$ cat config.mk
export PLATFORM = sky130hd
export DESIGN_NAME = add_arbiter_flat
export DESIGN_NICKNAME = d
export VERILOG_FILES = /design/src/rtl/add_arbiter_if.sv /design/src/rtl/add_arbiter.sv /design/src/flat_wrapper.sv
export SDC_FILE = /design/constraint.sdc
export NUM_CORES = 1
export LEC_CHECK = 0
export ABC_AREA = 1
export CAP_MARGIN = 40
export CORE_ASPECT_RATIO = 0.6
export CORE_MARGIN = 3
export CORE_UTILIZATION = 41
export CTS_BUF_LIST = sky130_fd_sc_hd__clkbuf_4 sky130_fd_sc_hd__clkbuf_8
export DETAILED_ROUTE_END_ITERATION = 8
export PLACE_DENSITY_LB_ADDON = 0.3
export SLEW_MARGIN = 0
export SYNTH_ARGS = -nofsm -noshare
export SYNTH_HDL_FRONTEND = slang
export SYNTH_SLANG_ARGS = --single-unit
$ cat constraint.sdc
create_clock -name clk_in -period 3 [get_ports clk_in]
set_input_delay 0.45 -clock clk_in [delete_from_list [all_inputs] [get_ports clk_in]]
set_output_delay 0.45 -clock clk_in [all_outputs]
set_load 0.1 [all_outputs]
$ cat src/rtl/add_arbiter_if.sv
// Request/response bundle between four operand requesters, the shared-adder arbiter and the
// result consumer.
interface add_arbiter_if #(
  parameter int unsigned CNT_W = 8
);
  logic [3:0]       req_valid_in;
  logic [63:0]      req_a_in;
  logic [63:0]      req_b_in;
  logic [3:0]       req_ready_out;
  logic             rsp_valid_out;
  logic             rsp_ready_in;
  logic [1:0]       rsp_id_out;
  logic [15:0]      rsp_sum_out;
  logic             rsp_carry_out;
  logic [CNT_W-1:0] carry_cnt_out;

  modport master (
    output req_valid_in, req_a_in, req_b_in, rsp_ready_in,
    input  req_ready_out, rsp_valid_out, rsp_id_out, rsp_sum_out, rsp_carry_out, carry_cnt_out
  );

  modport slave (
    input  req_valid_in, req_a_in, req_b_in, rsp_ready_in,
    output req_ready_out, rsp_valid_out, rsp_id_out, rsp_sum_out, rsp_carry_out, carry_cnt_out
  );
endinterface

$ cat src/rtl/add_arbiter.sv
// Round-robin arbiter sharing one 16-bit carry-lookahead adder between four requesters,
// with a registered response port and a saturating carry-event counter.
module add_arbiter #(
  parameter int unsigned CNT_W = 8
) (
  input logic          clk_in,
  input logic          rst_in,
  add_arbiter_if.slave bus
);

  typedef enum logic [0:0] {StEmpty, StFull} state_e;

  state_e           state_q, state_d;
  logic [1:0]       ptr_q, ptr_d;
  logic [1:0]       rsp_id_q, rsp_id_d;
  logic [15:0]      rsp_sum_q, rsp_sum_d;
  logic             rsp_carry_q, rsp_carry_d;
  logic [CNT_W-1:0] cnt_q, cnt_d;

  logic       any_valid, can_accept, grant_fire;
  logic [1:0] grant_idx, arb_idx;
  logic [3:0] grant_oh;
  logic [15:0] op_a, op_b, add_sum;
  logic        add_carry;

  // Scan from lowest priority to highest so the first valid after ptr is left standing.
  always_comb begin
    grant_idx = '0;
    any_valid = 1'b0;
    arb_idx   = '0;
    for (int k = 3; k >= 0; k--) begin
      arb_idx = ptr_q + 2'(k);
      if (bus.req_valid_in[arb_idx]) begin
        grant_idx = arb_idx;
        any_valid = 1'b1;
      end
    end
  end

  assign can_accept = (state_q == StEmpty) || bus.rsp_ready_in;
  assign grant_fire = can_accept && any_valid && !rst_in;
  assign grant_oh   = grant_fire ? (4'b0001 << grant_idx) : 4'b0000;

  assign op_a = bus.req_a_in[16*grant_idx +: 16];
  assign op_b = bus.req_b_in[16*grant_idx +: 16];

  // Two-level carry lookahead: 4-bit groups, group carries resolved in one step, no carry-in.
  logic [15:0] g, p, c;
  logic [3:0]  gg, gp;
  logic [4:0]  gc;
  always_comb begin
    g = op_a & op_b;
    p = op_a ^ op_b;
    for (int k = 0; k < 4; k++) begin
      gg[k] = g[4*k+3] | (p[4*k+3] & g[4*k+2]) | (p[4*k+3] & p[4*k+2] & g[4*k+1]) |
              (p[4*k+3] & p[4*k+2] & p[4*k+1] & g[4*k]);
      gp[k] = &p[4*k +: 4];
    end
    gc[0] = 1'b0;
    gc[1] = gg[0];
    gc[2] = gg[1] | (gp[1] & gg[0]);
    gc[3] = gg[2] | (gp[2] & gg[1]) | (gp[2] & gp[1] & gg[0]);
    gc[4] = gg[3] | (gp[3] & gg[2]) | (gp[3] & gp[2] & gg[1]) | (gp[3] & gp[2] & gp[1] & gg[0]);
    c = '0;
    for (int k = 0; k < 4; k++) begin
      c[4*k]   = gc[k];
      c[4*k+1] = g[4*k] | (p[4*k] & gc[k]);
      c[4*k+2] = g[4*k+1] | (p[4*k+1] & g[4*k]) | (p[4*k+1] & p[4*k] & gc[k]);
      c[4*k+3] = g[4*k+2] | (p[4*k+2] & g[4*k+1]) | (p[4*k+2] & p[4*k+1] & g[4*k]) |
                 (p[4*k+2] & p[4*k+1] & p[4*k] & gc[k]);
    end
    add_sum   = p ^ c;
    add_carry = gc[4];
  end

  always_comb begin
    state_d     = state_q;
    ptr_d       = ptr_q;
    rsp_id_d    = rsp_id_q;
    rsp_sum_d   = rsp_sum_q;
    rsp_carry_d = rsp_carry_q;
    cnt_d       = cnt_q;
    unique case (state_q)
      StEmpty: if (grant_fire) state_d = StFull;
      StFull:  if (!grant_fire && bus.rsp_ready_in) state_d = StEmpty;
      default: state_d = StEmpty;
    endcase
    if (grant_fire) begin
      ptr_d       = grant_idx + 2'd1;
      rsp_id_d    = grant_idx;
      rsp_sum_d   = add_sum;
      rsp_carry_d = add_carry;
      if (add_carry && (cnt_q != {CNT_W{1'b1}})) cnt_d = cnt_q + CNT_W'(1);
    end
  end

  always_ff @(posedge clk_in) begin
    if (rst_in) begin
      state_q     <= StEmpty;
      ptr_q       <= '0;
      rsp_id_q    <= '0;
      rsp_sum_q   <= '0;
      rsp_carry_q <= 1'b0;
      cnt_q       <= '0;
    end else begin
      state_q     <= state_d;
      ptr_q       <= ptr_d;
      rsp_id_q    <= rsp_id_d;
      rsp_sum_q   <= rsp_sum_d;
      rsp_carry_q <= rsp_carry_d;
      cnt_q       <= cnt_d;
    end
  end

  assign bus.req_ready_out = grant_oh;
  assign bus.rsp_valid_out = (state_q == StFull);
  assign bus.rsp_id_out    = rsp_id_q;
  assign bus.rsp_sum_out   = rsp_sum_q;
  assign bus.rsp_carry_out = rsp_carry_q;
  assign bus.carry_cnt_out = cnt_q;

endmodule

$ cat src/flat_wrapper.sv
// flat-port wrapper written by rule: the top's interface ports become plain ports
module add_arbiter_flat 
#(
  parameter int unsigned CNT_W = 8
)
  (clk_in, rst_in, bus_req_valid_in, bus_req_a_in, bus_req_b_in, bus_rsp_ready_in, bus_req_ready_out, bus_rsp_valid_out, bus_rsp_id_out, bus_rsp_sum_out, bus_rsp_carry_out, bus_carry_cnt_out);
  add_arbiter_if #(.CNT_W(CNT_W)) bus_i ();
  input logic clk_in;
  input logic rst_in;
  input wire logic [$bits(bus_i.req_valid_in)-1:0] bus_req_valid_in;
  input wire logic [$bits(bus_i.req_a_in)-1:0] bus_req_a_in;
  input wire logic [$bits(bus_i.req_b_in)-1:0] bus_req_b_in;
  input wire logic [$bits(bus_i.rsp_ready_in)-1:0] bus_rsp_ready_in;
  output wire logic [$bits(bus_i.req_ready_out)-1:0] bus_req_ready_out;
  output wire logic [$bits(bus_i.rsp_valid_out)-1:0] bus_rsp_valid_out;
  output wire logic [$bits(bus_i.rsp_id_out)-1:0] bus_rsp_id_out;
  output wire logic [$bits(bus_i.rsp_sum_out)-1:0] bus_rsp_sum_out;
  output wire logic [$bits(bus_i.rsp_carry_out)-1:0] bus_rsp_carry_out;
  output wire logic [$bits(bus_i.carry_cnt_out)-1:0] bus_carry_cnt_out;
  assign bus_i.req_valid_in = bus_req_valid_in;
  assign bus_i.req_a_in = bus_req_a_in;
  assign bus_i.req_b_in = bus_req_b_in;
  assign bus_i.rsp_ready_in = bus_rsp_ready_in;
  assign bus_req_ready_out = bus_i.req_ready_out;
  assign bus_rsp_valid_out = bus_i.rsp_valid_out;
  assign bus_rsp_id_out = bus_i.rsp_id_out;
  assign bus_rsp_sum_out = bus_i.rsp_sum_out;
  assign bus_rsp_carry_out = bus_i.rsp_carry_out;
  assign bus_carry_cnt_out = bus_i.carry_cnt_out;
  add_arbiter #(.CNT_W(CNT_W)) u_core (.clk_in(clk_in), .rst_in(rst_in), .bus(bus_i));
endmodule
# Word-level counts from Yosys, hierarchy flattened
# Cells that the tools add are included.
# classes
shifts,3
magnitude_cmp,4
mux,20
bitwise_logic,103
reduce_logical,11
eq_ne,1
addsub,5
# op_table
operator,count
64-bit by 7-bit variable part select with 16-bit output,2
1-bit AND,60
1-bit OR,39
16-bit bitwise XOR,2
16-bit AND,1
"2-bit by 3-bit less-than comparator with 1-bit output, second input constant",4
4-bit AND reduction,3
1-bit two-way mux,10
"8-bit by 1-bit adder with 8-bit output, second input constant",1
1-bit binary-select mux with 2-bit select,4
2-bit two-way mux,4
"8-bit inequality test, second input constant",1
"2-bit by 1-bit adder with 2-bit output, second input constant",2
"2-bit adder, second input constant",2
1-bit logical AND,4
4-bit two-way mux,1
"1-bit by 2-bit left shift with 4-bit output, first input constant",1
1-bit zero test,2
1-bit case mux with 2 select lines,1
2-bit AND reduction,1
1-bit logical OR,1
1-bit inverter,1
# totals
out_inout_bits,32
word_cells,153
reg_bits,30

# Depth between registers and ports, before layout
# Gate-level depths: netlist of the first run.
# logic_depth
word_depth,19
depth_mapped,28
ltp_nobuf,25

# Least setup slack after synthesis of the first run
# No wires, ideal clock.
# synth_timing
kind,input port to output port
startpoint,in bus_req_valid_in[2]
endpoint,out bus_req_ready_out[2]
arrival_ps,2941
required_ps,2550
stages,15
slack_ps,-391
cell_sequence,inv_1 o21ai_0 nand2_1 nand2_1 inv_1 nand2_1 nand2_1 nand2_1 nand2_1 buf_4 buf_4 inv_1 ha_1 inv_1 nor2_1
# synth_via
elab_cells_between_ends,20
# synth_lines
element,line_no,source
"start, declared",flat_wrapper.sv:10,input wire logic [$bits(bus_i.req_valid_in)-1:0] bus_req_valid_in;
1-bit binary-select mux with 2-bit select,add_arbiter.sv:33,if (bus.req_valid_in[arb_idx]) begin
1-bit two-way mux (implied by the code),add_arbiter.sv:33,
2-bit two-way mux (3 in a row),add_arbiter.sv:33,
2-bit two-way mux (*),add_arbiter.sv:33,
named net u_core.grant_idx[0],add_arbiter.sv:21,"logic [1:0] grant_idx, arb_idx;"
1-bit by 2-bit left shift with 4-bit output (*),add_arbiter.sv:42,assign grant_oh = grant_fire ? (4'b0001 << grant_idx) : 4'b0000;
4-bit two-way mux (*),add_arbiter.sv:42,
"end, declared",flat_wrapper.sv:14,output wire logic [$bits(bus_i.req_ready_out)-1:0] bus_req_ready_out;
# Mark *: on every way through the listed nets, which the timed path passes. The rest lies on a longest branch. The select of a mux whose other input is x is not followed.

# Worst setup path in the final report of the first run
# layout_timing
startpoint,reg u_core.ptr_q[0]
endpoint,reg u_core.rsp_sum_q[12] (netlist: u_core.bus.rsp_sum_out[12])
# layout_via
elab_chain_len,17
elab_cells_between_ends,57
# layout_rtl
element,line_no,source
"start, declared",add_arbiter.sv:14,"logic [1:0] ptr_q, ptr_d;"
"start signal, assigned",add_arbiter.sv:107,ptr_q <= ptr_d;
2-bit adder,add_arbiter.sv:32,arb_idx = ptr_q + 2'(k);
1-bit binary-select mux with 2-bit select,add_arbiter.sv:33,
1-bit two-way mux (implied by the code),add_arbiter.sv:33,
2-bit two-way mux (4 in a row),add_arbiter.sv:33,
64-bit by 7-bit variable part select with 16-bit output (on tied branches),"add_arbiter.sv:44, add_arbiter.sv:45",
16-bit bitwise XOR / 16-bit AND (equally long branches),"add_arbiter.sv:53, add_arbiter.sv:52",
1-bit AND (on tied branches),"add_arbiter.sv:55, add_arbiter.sv:56",
"1-bit OR, or another cell as far along",add_arbiter.sv:55,gg[k] = g[4*k+3] | (p[4*k+3] & g[4*k+2]) | (p[4*k+3] & p[4*k+2] & g[4*k+1]) |
1-bit OR / 1-bit AND (equally long branches),"add_arbiter.sv:55, add_arbiter.sv:56",
1-bit OR,add_arbiter.sv:55,
1-bit AND,add_arbiter.sv:62,gc[3] = gg[2] | (gp[2] & gg[1]) | (gp[2] & gp[1] & gg[0]);
1-bit OR (2 in a row),add_arbiter.sv:62,
16-bit bitwise XOR,add_arbiter.sv:72,add_sum = p ^ c;
"end signal, assigned",add_arbiter.sv:109,rsp_sum_q <= rsp_sum_d;
"end, declared",add_arbiter.sv:16,"logic [15:0] rsp_sum_q, rsp_sum_d;"
# Several ways; a longest one is shown, not always the timed one. The select of a mux whose other input is x is not followed.
# A chain may end at the register's enable or synchronous reset.

==> results of run 1 <==
==> what timing repair did <==
item | 4_1_cts | 5_1_grt
pin swaps | 94 | 41
gates cloned | 13 | 0
endpoints found under the setup margin | 27 | 28
setup buffers | 29 | 3
gates resized for setup | 196 | 44
==> cell type report <==
class | instances | area (um2)
clock buffer | 6 | 82.6
clock inverter | 2 | 12.5
fill | 527 | 1390
inverter | 169 | 634
multi-input combinational | 499 | 3430
sequential | 30 | 606
tap | 130 | 163
timing repair buffer | 281 | 3010
==> power by group through the flow <==
stage / sequential, mW / combinational (mW) / clock, mW
final: 0.621 / 8.32 / 0.364
after global routing: 0.629 / 8.69 / 0.377
after CTS: 0.613 / 7.52 / 0.352
after detailed placement: 0.614 / 5.29 / 0
after global placement: 0.608 / 5.12 / 0
after floorplan: 1.40 / 2.66 / 0
==> registers in the layout (all words and copies together) (netlist names) <==
name                      flops
u_core.ptr_q                  2
u_core.bus.rsp_id_out         2
u_core.bus.rsp_sum_out       16
u_core.bus.carry_cnt_out      8
u_core.bus.rsp_valid_out      1
u_core.bus.rsp_carry_out      1
==> through the flow <==
| step | total power [mW] | util [%] | hold slack [ns] | instances | setup TNS [ns] |
|---|---|---|---|---|---|
| 3_3_place_gp | 5.73 | 66.9 | 0.459 | 1065 | -13.60 |
| 6_report | 9.30 | 85.1 | 0.502 | 1117 | -6.98 |
| 5_1_grt | 9.70 | 85.1 | 0.522 | 1117 | -10.01 |
| 2_1_floorplan | 4.06 | - | 0.525 | 736 | -0.0852 |
| 3_5_place_dp | 5.91 | 66.9 | 0.460 | 1065 | -17.93 |
| 4_1_cts | 8.49 | 83.2 | 0.470 | 1115 | -3.25 |
==> final timing paths <==
kind / startpoint / endpoint / slack [ns] / cells past startpoint
max: u_core.ptr_q[0] / u_core.bus.rsp_sum_out[12] / -0.43 / 23
min: u_core.bus.rsp_sum_out[13] / u_core.bus.rsp_sum_out[13] / 0.50 / 2
max reg2reg: u_core.ptr_q[0] / u_core.bus.rsp_sum_out[12] / -0.43 / 23
min reg2reg: u_core.bus.rsp_sum_out[13] / u_core.bus.rsp_sum_out[13] / 0.50 / 2
==> cells in the mapped netlist <==
| master | instances | area [um2] |
|---|---|---|
| dfxtp_1 | 30 | 601 |
| nor2_2 | 2 | 12.5 |
| ha_1 | 21 | 263 |
| or2_2 | 1 | 6.26 |
| o21ai_0 | 14 | 70.1 |
| inv_1 | 169 | 634 |
| nand4_1 | 9 | 56.3 |
| nor2_1 | 27 | 101 |
| nor2_4 | 1 | 11.3 |
| nand2_2 | 1 | 6.26 |
| fa_1 | 4 | 80.1 |
| xnor2_1 | 5 | 43.8 |
| buf_4 | 9 | 67.6 |
| and2_1 | 1 | 6.26 |
| nand3_2 | 1 | 10.0 |
| nand3b_1 | 1 | 7.51 |
| o21ai_1 | 1 | 5.00 |
| nand2_1 | 200 | 751 |
| o21ai_4 | 1 | 16.3 |
| o21ai_2 | 1 | 8.76 |
| a21oi_1 | 21 | 105 |
| xor2_1 | 7 | 61.3 |
| clkbuf_1 | 5 | 18.8 |
| buf_2 | 21 | 105 |
| nand3_1 | 178 | 891 |
| nor2b_1 | 1 | 6.26 |
| buf_6 | 4 | 45.0 |
==> layer usage <==
metal	global-route usage (%)	share of wire [%]	vias up
li1	-	-	2779
met1	40.8	37	2849
met2	58.7	46	508
met3	7.02	12	114
met4	12.4	4.6	0
met5	0	0	-
==> cell families (layout without fill, tap and decap cells) <==
| family | count (synthesis) | count (layout) | share of synthesized area (%) |
|---|---|---|---|
| and+or+nand+nor | 423 | 424 | 46.8 |
| buffers and inverters | 208 | 458 | 21.8 |
| AOI/OAI and AO/OA | 38 | 38 | 5.14 |
| DFF | 30 | 30 | 15.1 |
| adders and majority gates | 25 | 25 | 8.59 |
| xor gates and xnor gates | 12 | 12 | 2.63 |
==> worst register-to-register path: stages, from the launching register on <==
cell	delay [ns]
dfxtp_4	0.37
buf_16	0.14
o21ai_4	0.19
nand2_2	0.07
nand2_1	0.06
inv_1	0.05
nand2_2	0.10
nand2_4	0.08
nand2_8	0.09
buf_12	0.14
buf_12	0.14
buf_16	0.14
nand3_2	0.08
nand3_2	0.09
nand2_2	0.07
ha_4	0.28
buf_6	0.09
nand4_1	0.17
nand2_4	0.17
nand2_4	0.07
nand3_4	0.09
inv_2	0.04
fa_2	0.53
a21oi_2	0.05
==> reports/qor.yml, run 1 <==
detailed_routing:
  first_pass_iters: 7
  vias_per_cell: 5.60
  via_count: 6250
  drtIter0Drc: 667
  ant_nets: 0
  drc: 0
  routedWlPerCell_um: 18.5
  totalWireLength_um: 20600
clock_tree:
  cts_hold_buf: 0
  htreeDepth: 2
  clkSlewWorstSetupHoldPaths_ns: 0.07
  cts_buffers: 5
  cts.path.max_buffers: 2
  root_buffer: "clkbuf_8"
  cts_tree: "yes"
  cts.sinks: 30
  clk-insertion-delay-late_ns: 0.29
die:
  top_level_ports: 167
  rows: 27
  die_w_um: 133
  die_area_um2: 11000
  start_util_pct: 42.8
  die_h_um: 82.4
  core_um2: 9320
synth:
  syn_area_per_cell_um2: 5.42
  ys_types: 27
  synth_cells: 736
  netlist_area_um2: 3990
  ys_seq_elements: 30
  yosysWarnings: 0
  syn-num-nets: 896
  synth_seq_area_share_pct: 15.1
timing:
  finalCritPeriodShare_pct: 114
  hold_viol: 0
  rsz0062_at_grt: "yes"
  fmax_mhz: 292
  skew_ns: 0.00670
  period_needed_ns: 3.43
  slew_headroom_pct: 53.3
  setup_violations: 25
  setup_slack_ns: -0.429
  worstMarginPinSlew_ns: 0.699
  drv_slew: 0
pwr:
  p_sw_share_pct: 53.0
  clockPowerShare_pct: 3.9
  switchingPower_mw: 4.93
  leakage_nw: 4.09
  p_int_mw: 4.37
  peakVddDrop_v: 0.000939
  power_frac_seq_pct: 6.7
  power_density_nw_per_um2: 1170
  combPwrFrac_pct: 89.4
critical_path:
  max_stage_delay_ns: 0.53
  crit_family: "simple AND/OR/NAND/NOR gates"
  crit_path_end_kind: "flip-flop"
  crit_type: "flip-flop to flip-flop"
  crit_slowest_cell: "fa_2"
  worstPathMaxFanout: 7
  crit_path_start_kind: "flip-flop"
  crit_buf_inv: 7
  worstPathCellList: "buf_16, o21ai_4, nand2_2, nand2_1, inv_1, nand2_2, nand2_4, nand2_8, buf_12, buf_12, buf_16, nand3_2, nand3_2, nand2_2, ha_4, buf_6, nand4_1, nand2_4, nand2_4, nand3_4, inv_2, fa_2, a21oi_2"
  worst_ep_required_time_ns: 3.16
  arrival_ns: 3.59
place:
  dp_slack_ns: -0.950
  gp_congestion: 0.884
  portBuffers: 166
  dpl_cell_area_um2: 6240
  dpl.hpwl_um: 11500
global_routing:
  grt_pass1_wl_um: 29200
  overflow: 0
  grt_pass1_vias: 5861
  track_usage_pct: 33.3
  antenna_found_initial: 0
  grt_max_degree: 28
final_layout:
  drive_gt1_share_pct: 33.8
  final_nets: 1146
  final_cell_mix: "165 x inv_1, 135 x nand2_1, 131 x nand3_1"
  final_common_cell: "inv_1"
  antenna_cells: 0
  area_delta_synth_final_pct: 98.9
  design_area_um2: 7940
outcome:
  status: "finished, violations left"
  violations: "negative setup slack"
run:
  max_cap_viol_count: 0
worst_hold_path:
  hold_path.class: "flip-flop to flip-flop"
Note: power is estimated with default switching activity, not from simulation.
==> run 2, diff against run 1 <==
--- a/config.mk
+++ b/config.mk
@@ -9,9 +9,10 @@
 export CAP_MARGIN = 40
 export CORE_ASPECT_RATIO = 0.6
 export CORE_MARGIN = 3
-export CORE_UTILIZATION = 41
+export CORE_UTILIZATION = 61
 export CTS_BUF_LIST = sky130_fd_sc_hd__clkbuf_4 sky130_fd_sc_hd__clkbuf_8
 export DETAILED_ROUTE_END_ITERATION = 8
+export DONT_BUFFER_PORTS = 1
 export PLACE_DENSITY_LB_ADDON = 0.3
 export SLEW_MARGIN = 0
 export SYNTH_ARGS = -nofsm -noshare
==> constraint.sdc (replaced) <==
create_clock -name clk_in -period 2.87 [get_ports clk_in]
set_input_delay 0.4305 -clock clk_in [delete_from_list [all_inputs] [get_ports clk_in]]
set_output_delay 0.4305 -clock clk_in [all_outputs]
set_load 0.1 [all_outputs]
==> reports/qor.yml, run 2 <==
synth:
  synth.area.top_cells: "nand3_1 22%, nand2_1 19%, inv_1 16%, dfxtp_1 15%, ha_1 6.6%"  # unchanged
  synth-async-reset-ratio_pct: 0  # unchanged
  synth-edff-count: 0  # unchanged
  synth.most_common_cell: "nand2_1"  # unchanged
  yosysWarnings: 0  # unchanged
  synth_cells: 736  # unchanged
  ys_seq_elements: 30  # unchanged
  synthTopCellsByCount: "200 x nand2_1, 178 x nand3_1, 169 x inv_1"  # unchanged
  synth_seq_area_share_pct: 15.1  # unchanged
  yosys.area.top_type: "nand3_1"  # unchanged
  netlist_area_um2: 3990  # unchanged
  syn_area_per_cell_um2: 5.42  # unchanged
  syn-num-nets: 896  # unchanged
  synth.top_cell.area_share_pct: 22.3  # unchanged
  ys_types: 27  # unchanged
  synth-main-ff-cell: "dfxtp_1"  # unchanged
clock_tree:
  cts.path.max_buffers: 2  # unchanged
  cts.sinks: 30  # unchanged
  htreeDepth: 2  # unchanged
  cts_buffers: 5  # unchanged
  root_buffer: "clkbuf_8"  # unchanged
place:
  portBuffers: 0  # was 166
  dpl.cell_count: 888  # was 1065
  dpl.hpwl_um: 10900  # was 11500 um
  dp_slack_ns: -0.434  # was -0.950 ns
  gp_congestion: 0.921  # was 0.884
outcome:
  haltStage: "5_1_grt"
  stop_error: "[ERROR DPL-0038] Utilization greater than 100%, impossible to legalize"
  status: "did not finish"  # was finished, violations left
die:
  start_util_pct: 64.1  # was 42.8%
  top_level_ports: 167  # unchanged
  rows: 22  # was 27
  die_h_um: 68.6  # was 82.4 um
  die_w_um: 110  # was 133 um
global_routing:
  grt_max_degree: 22
## run 2: cell counts after synthesis
No cell type changed its count.
## run 2: kinds of logic after synthesis
| kind of cell | after synthesis | share of synthesized area (%) |
|---|---|---|
| xor+xnor | 12 | 2.63 |
| flops | 30 | 15.1 |
| compound gates | 38 | 5.14 |
| buf+inv | 208 | 21.8 |
| fa+ha+maj | 25 | 8.59 |
| simple gates | 423 | 46.8 |
## run 2: through the flow
step | util (%) | instance area (um2) | setup TNS, ns
2_1_floorplan | - | 4190 | -0.118
3_3_place_gp | 77.0 | 4790 | -2.50
4_1_cts | 96.9 | 6030 | -4.44
3_5_place_dp | 83.6 | 5200 | -6.00
## run 2: timing repair
action | CTS
setup endpoints to repair | 26
pin swaps | 42
hold buffers | 0
gates resized for setup | 99
buffers inserted | 20
gates cloned | 6
==> run 3, diff against run 2 <==
--- a/config.mk
+++ b/config.mk
@@ -7,13 +7,11 @@
 export LEC_CHECK = 0
 export ABC_AREA = 1
 export CAP_MARGIN = 40
-export CORE_ASPECT_RATIO = 0.6
 export CORE_MARGIN = 3
-export CORE_UTILIZATION = 61
-export CTS_BUF_LIST = sky130_fd_sc_hd__clkbuf_4 sky130_fd_sc_hd__clkbuf_8
+export CORE_UTILIZATION = 40
 export DETAILED_ROUTE_END_ITERATION = 8
 export DONT_BUFFER_PORTS = 1
-export PLACE_DENSITY_LB_ADDON = 0.3
+export PLACE_DENSITY_LB_ADDON = 0.15
 export SLEW_MARGIN = 0
 export SYNTH_ARGS = -nofsm -noshare
 export SYNTH_HDL_FRONTEND = slang
==> constraint.sdc (replaced) <==
create_clock -name clk_in -period 3.73 [get_ports clk_in]
set_input_delay 0.5595 -clock clk_in [delete_from_list [all_inputs] [get_ports clk_in]]
set_output_delay 0.5595 -clock clk_in [all_outputs]
set_load 0.1 [all_outputs]
==> reports/qor.yml, run 3 (synthesis results as in run 1) <==
die:
  core_um2: 9460
  top_level_ports: 167  # unchanged
  rows: 35  # was 22
  die_area_um2: 11200
  die_w_um: 106  # was 110 um
  start_util_pct: 42.2  # was 64.1%
  die_h_um: 106  # was 68.6 um
clock_tree:
  root_buffer: "clkbuf_8"  # unchanged
  cts_buffers: 5  # unchanged
  clkSlewWorstSetupHoldPaths_ns: 0.07
  clk-insertion-delay-late_ns: 0.29
  htreeDepth: 2  # unchanged
  cts_tree: "yes"
  cts.sinks: 30  # unchanged
  cts.path.max_buffers: 2  # unchanged
detailed_routing:
  via_count: 4473
  totalWireLength_um: 12300
  drtIter0Drc: 214
  drc: 0
  routedWlPerCell_um: 13.9
  first_pass_iters: 4
  vias_per_cell: 5.04
  ant_nets: 0
timing:
  worstMarginPinSlew_ns: 0.651
  finalCritPeriodShare_pct: 91.6
  slew_headroom_pct: 56.5
  period_needed_ns: 3.42
  rsz0062_at_grt: "yes"
  setup_tns_ns: 0
  fmax_mhz: 293
  setup_violations: 0
  hold_slack_ns: 0.322
  hold_viol: 0
  drv_slew: 0
  skew_ns: 0.0117
global_routing:
  antenna_found_initial: 0
  track_usage_pct: 21.2
  grt_max_degree: 64
  overflow: 0
  grt_pass1_vias: 4216
  grt_pass1_wl_um: 19500
place:
  dpl_cell_area_um2: 4680  # was 5200 um2
  gp_congestion: 0.845  # was 0.921
  dpl.hpwl_um: 9710  # was 10900 um
  portBuffers: 0  # unchanged
final_layout:
  final_nets: 917
  final_cell_mix: "198 x nand2_1, 177 x nand3_1, 169 x inv_1"
  design_area_um2: 4850
  antenna_cells: 0
  largest_reg_flops: 16
  drive_gt1_share_pct: 10.7
  area_delta_synth_final_pct: 21.6
  final_common_cell: "nand2_1"
critical_path:
  crit_type: "flip-flop to flip-flop"
  arrival_ns: 3.59
  worst_ep_required_time_ns: 3.90
  rrSetupSlack_ns: 0.31
  crit_path_start_kind: "flip-flop"
  crit_path_end_kind: "flip-flop"
  worstPathMaxFanout: 63
run:
  max_cap_viol_count: 0
pwr:
  peakVddDrop_v: 0.000475
  leakage_nw: 2.83
  power_density_nw_per_um2: 964
outcome:
  status: "finished, final reports clean"  # was did not finish
worst_hold_path:
  hold_path.class: "primary input to flip-flop"
## run 3: path summary, 6_finish.rpt
kind                             from                         to  cells past startpoint
max                   u_core.ptr_q[0]  u_core.bus.rsp_sum_out[9]                     21
max reg2reg           u_core.ptr_q[0]  u_core.bus.rsp_sum_out[9]                     21
min reg2reg  u_core.bus.rsp_carry_out   u_core.bus.rsp_carry_out                      2
min                            rst_in            u_core.ptr_q[0]                      1
## run 3: worst max-delay path: stages (launching register included)
cell	delay, ns
dfxtp_4	0.42
nand2_1	0.06
o21ai_1	0.11
nand2_1	0.10
nand2_1	0.08
inv_1	0.04
nand2_1	0.08
nand2_1	0.07
nand2_2	0.12
buf_12	0.25
nand3_1	0.12
nand3_1	0.10
nand2_1	0.06
ha_1	0.34
or2_2	0.30
nand2_1	0.07
nand2_1	0.09
nand2_1	0.07
nand2_1	0.10
fa_1	0.41
xnor2_1	0.17
o21ai_0	0.09
## run 3: layout make-up
cell class	count	area (um2)
Fill cell	1007	4610
Timing Repair Buffer	52	763
Sequential cell	30	604
Multi-Input combinational cell	499	2590
Tap cell	129	161
Inverter	169	634
Clock buffer	6	82.6
Clock inverter	2	12.5
## run 3: what timing repair did
action / in CTS / in global routing
gates cloned: 1 / 1
pin swaps: 1 / 0
setup buffers: 0 / 0
hold buffers: 0 / 0
setup endpoints to repair: 1 / 18
resized for setup: 0 / 10
## run 3: metrics by stage
stage	setup WS, ns	total power, mW	instances	utilization, %
2_1_floorplan	0.120	3.16	736	-
3_3_place_gp	0.164	3.80	858	44.9
3_5_place_dp	0.0384	4.30	877	49.5
4_1_cts	0.0459	4.60	886	50.5
5_1_grt	-0.0156	5.11	887	51.3
6_report	0.314	4.68	887	51.3
## run 3: metal layers
layer,routed length (um),vias to the layer above,part of all wire [%],GRT usage (%)
li1,-,2303,-,-
met1,5580,1978,45,28.3
met4,129,0,1.0,4.16
met5,0,-,0,0
met3,927,10,7.5,4.16
met2,5700,182,46,35.7
## run 3: power by group
group | switching (mW) | internal [mW] | leakage, nW
sequential | 0.128 | 0.423 | 0.249
combinational | 2.41 | 1.43 | 2.53
clock | 0.135 | 0.148 | 0.0472
total | 2.68 | 2.00 | 2.83
==> run 4, diff against run 3 <==
--- a/config.mk
+++ b/config.mk
@@ -11,8 +11,9 @@
 export CORE_UTILIZATION = 40
 export DETAILED_ROUTE_END_ITERATION = 8
 export DONT_BUFFER_PORTS = 1
+export HOLD_SLACK_MARGIN = 0.06
 export PLACE_DENSITY_LB_ADDON = 0.15
-export SLEW_MARGIN = 0
+export SLEW_MARGIN = 5
 export SYNTH_ARGS = -nofsm -noshare
 export SYNTH_HDL_FRONTEND = slang
 export SYNTH_SLANG_ARGS = --single-unit
==> results of run 4 <==
The final DEF is identical to that of run 3; final timing and power are the same.
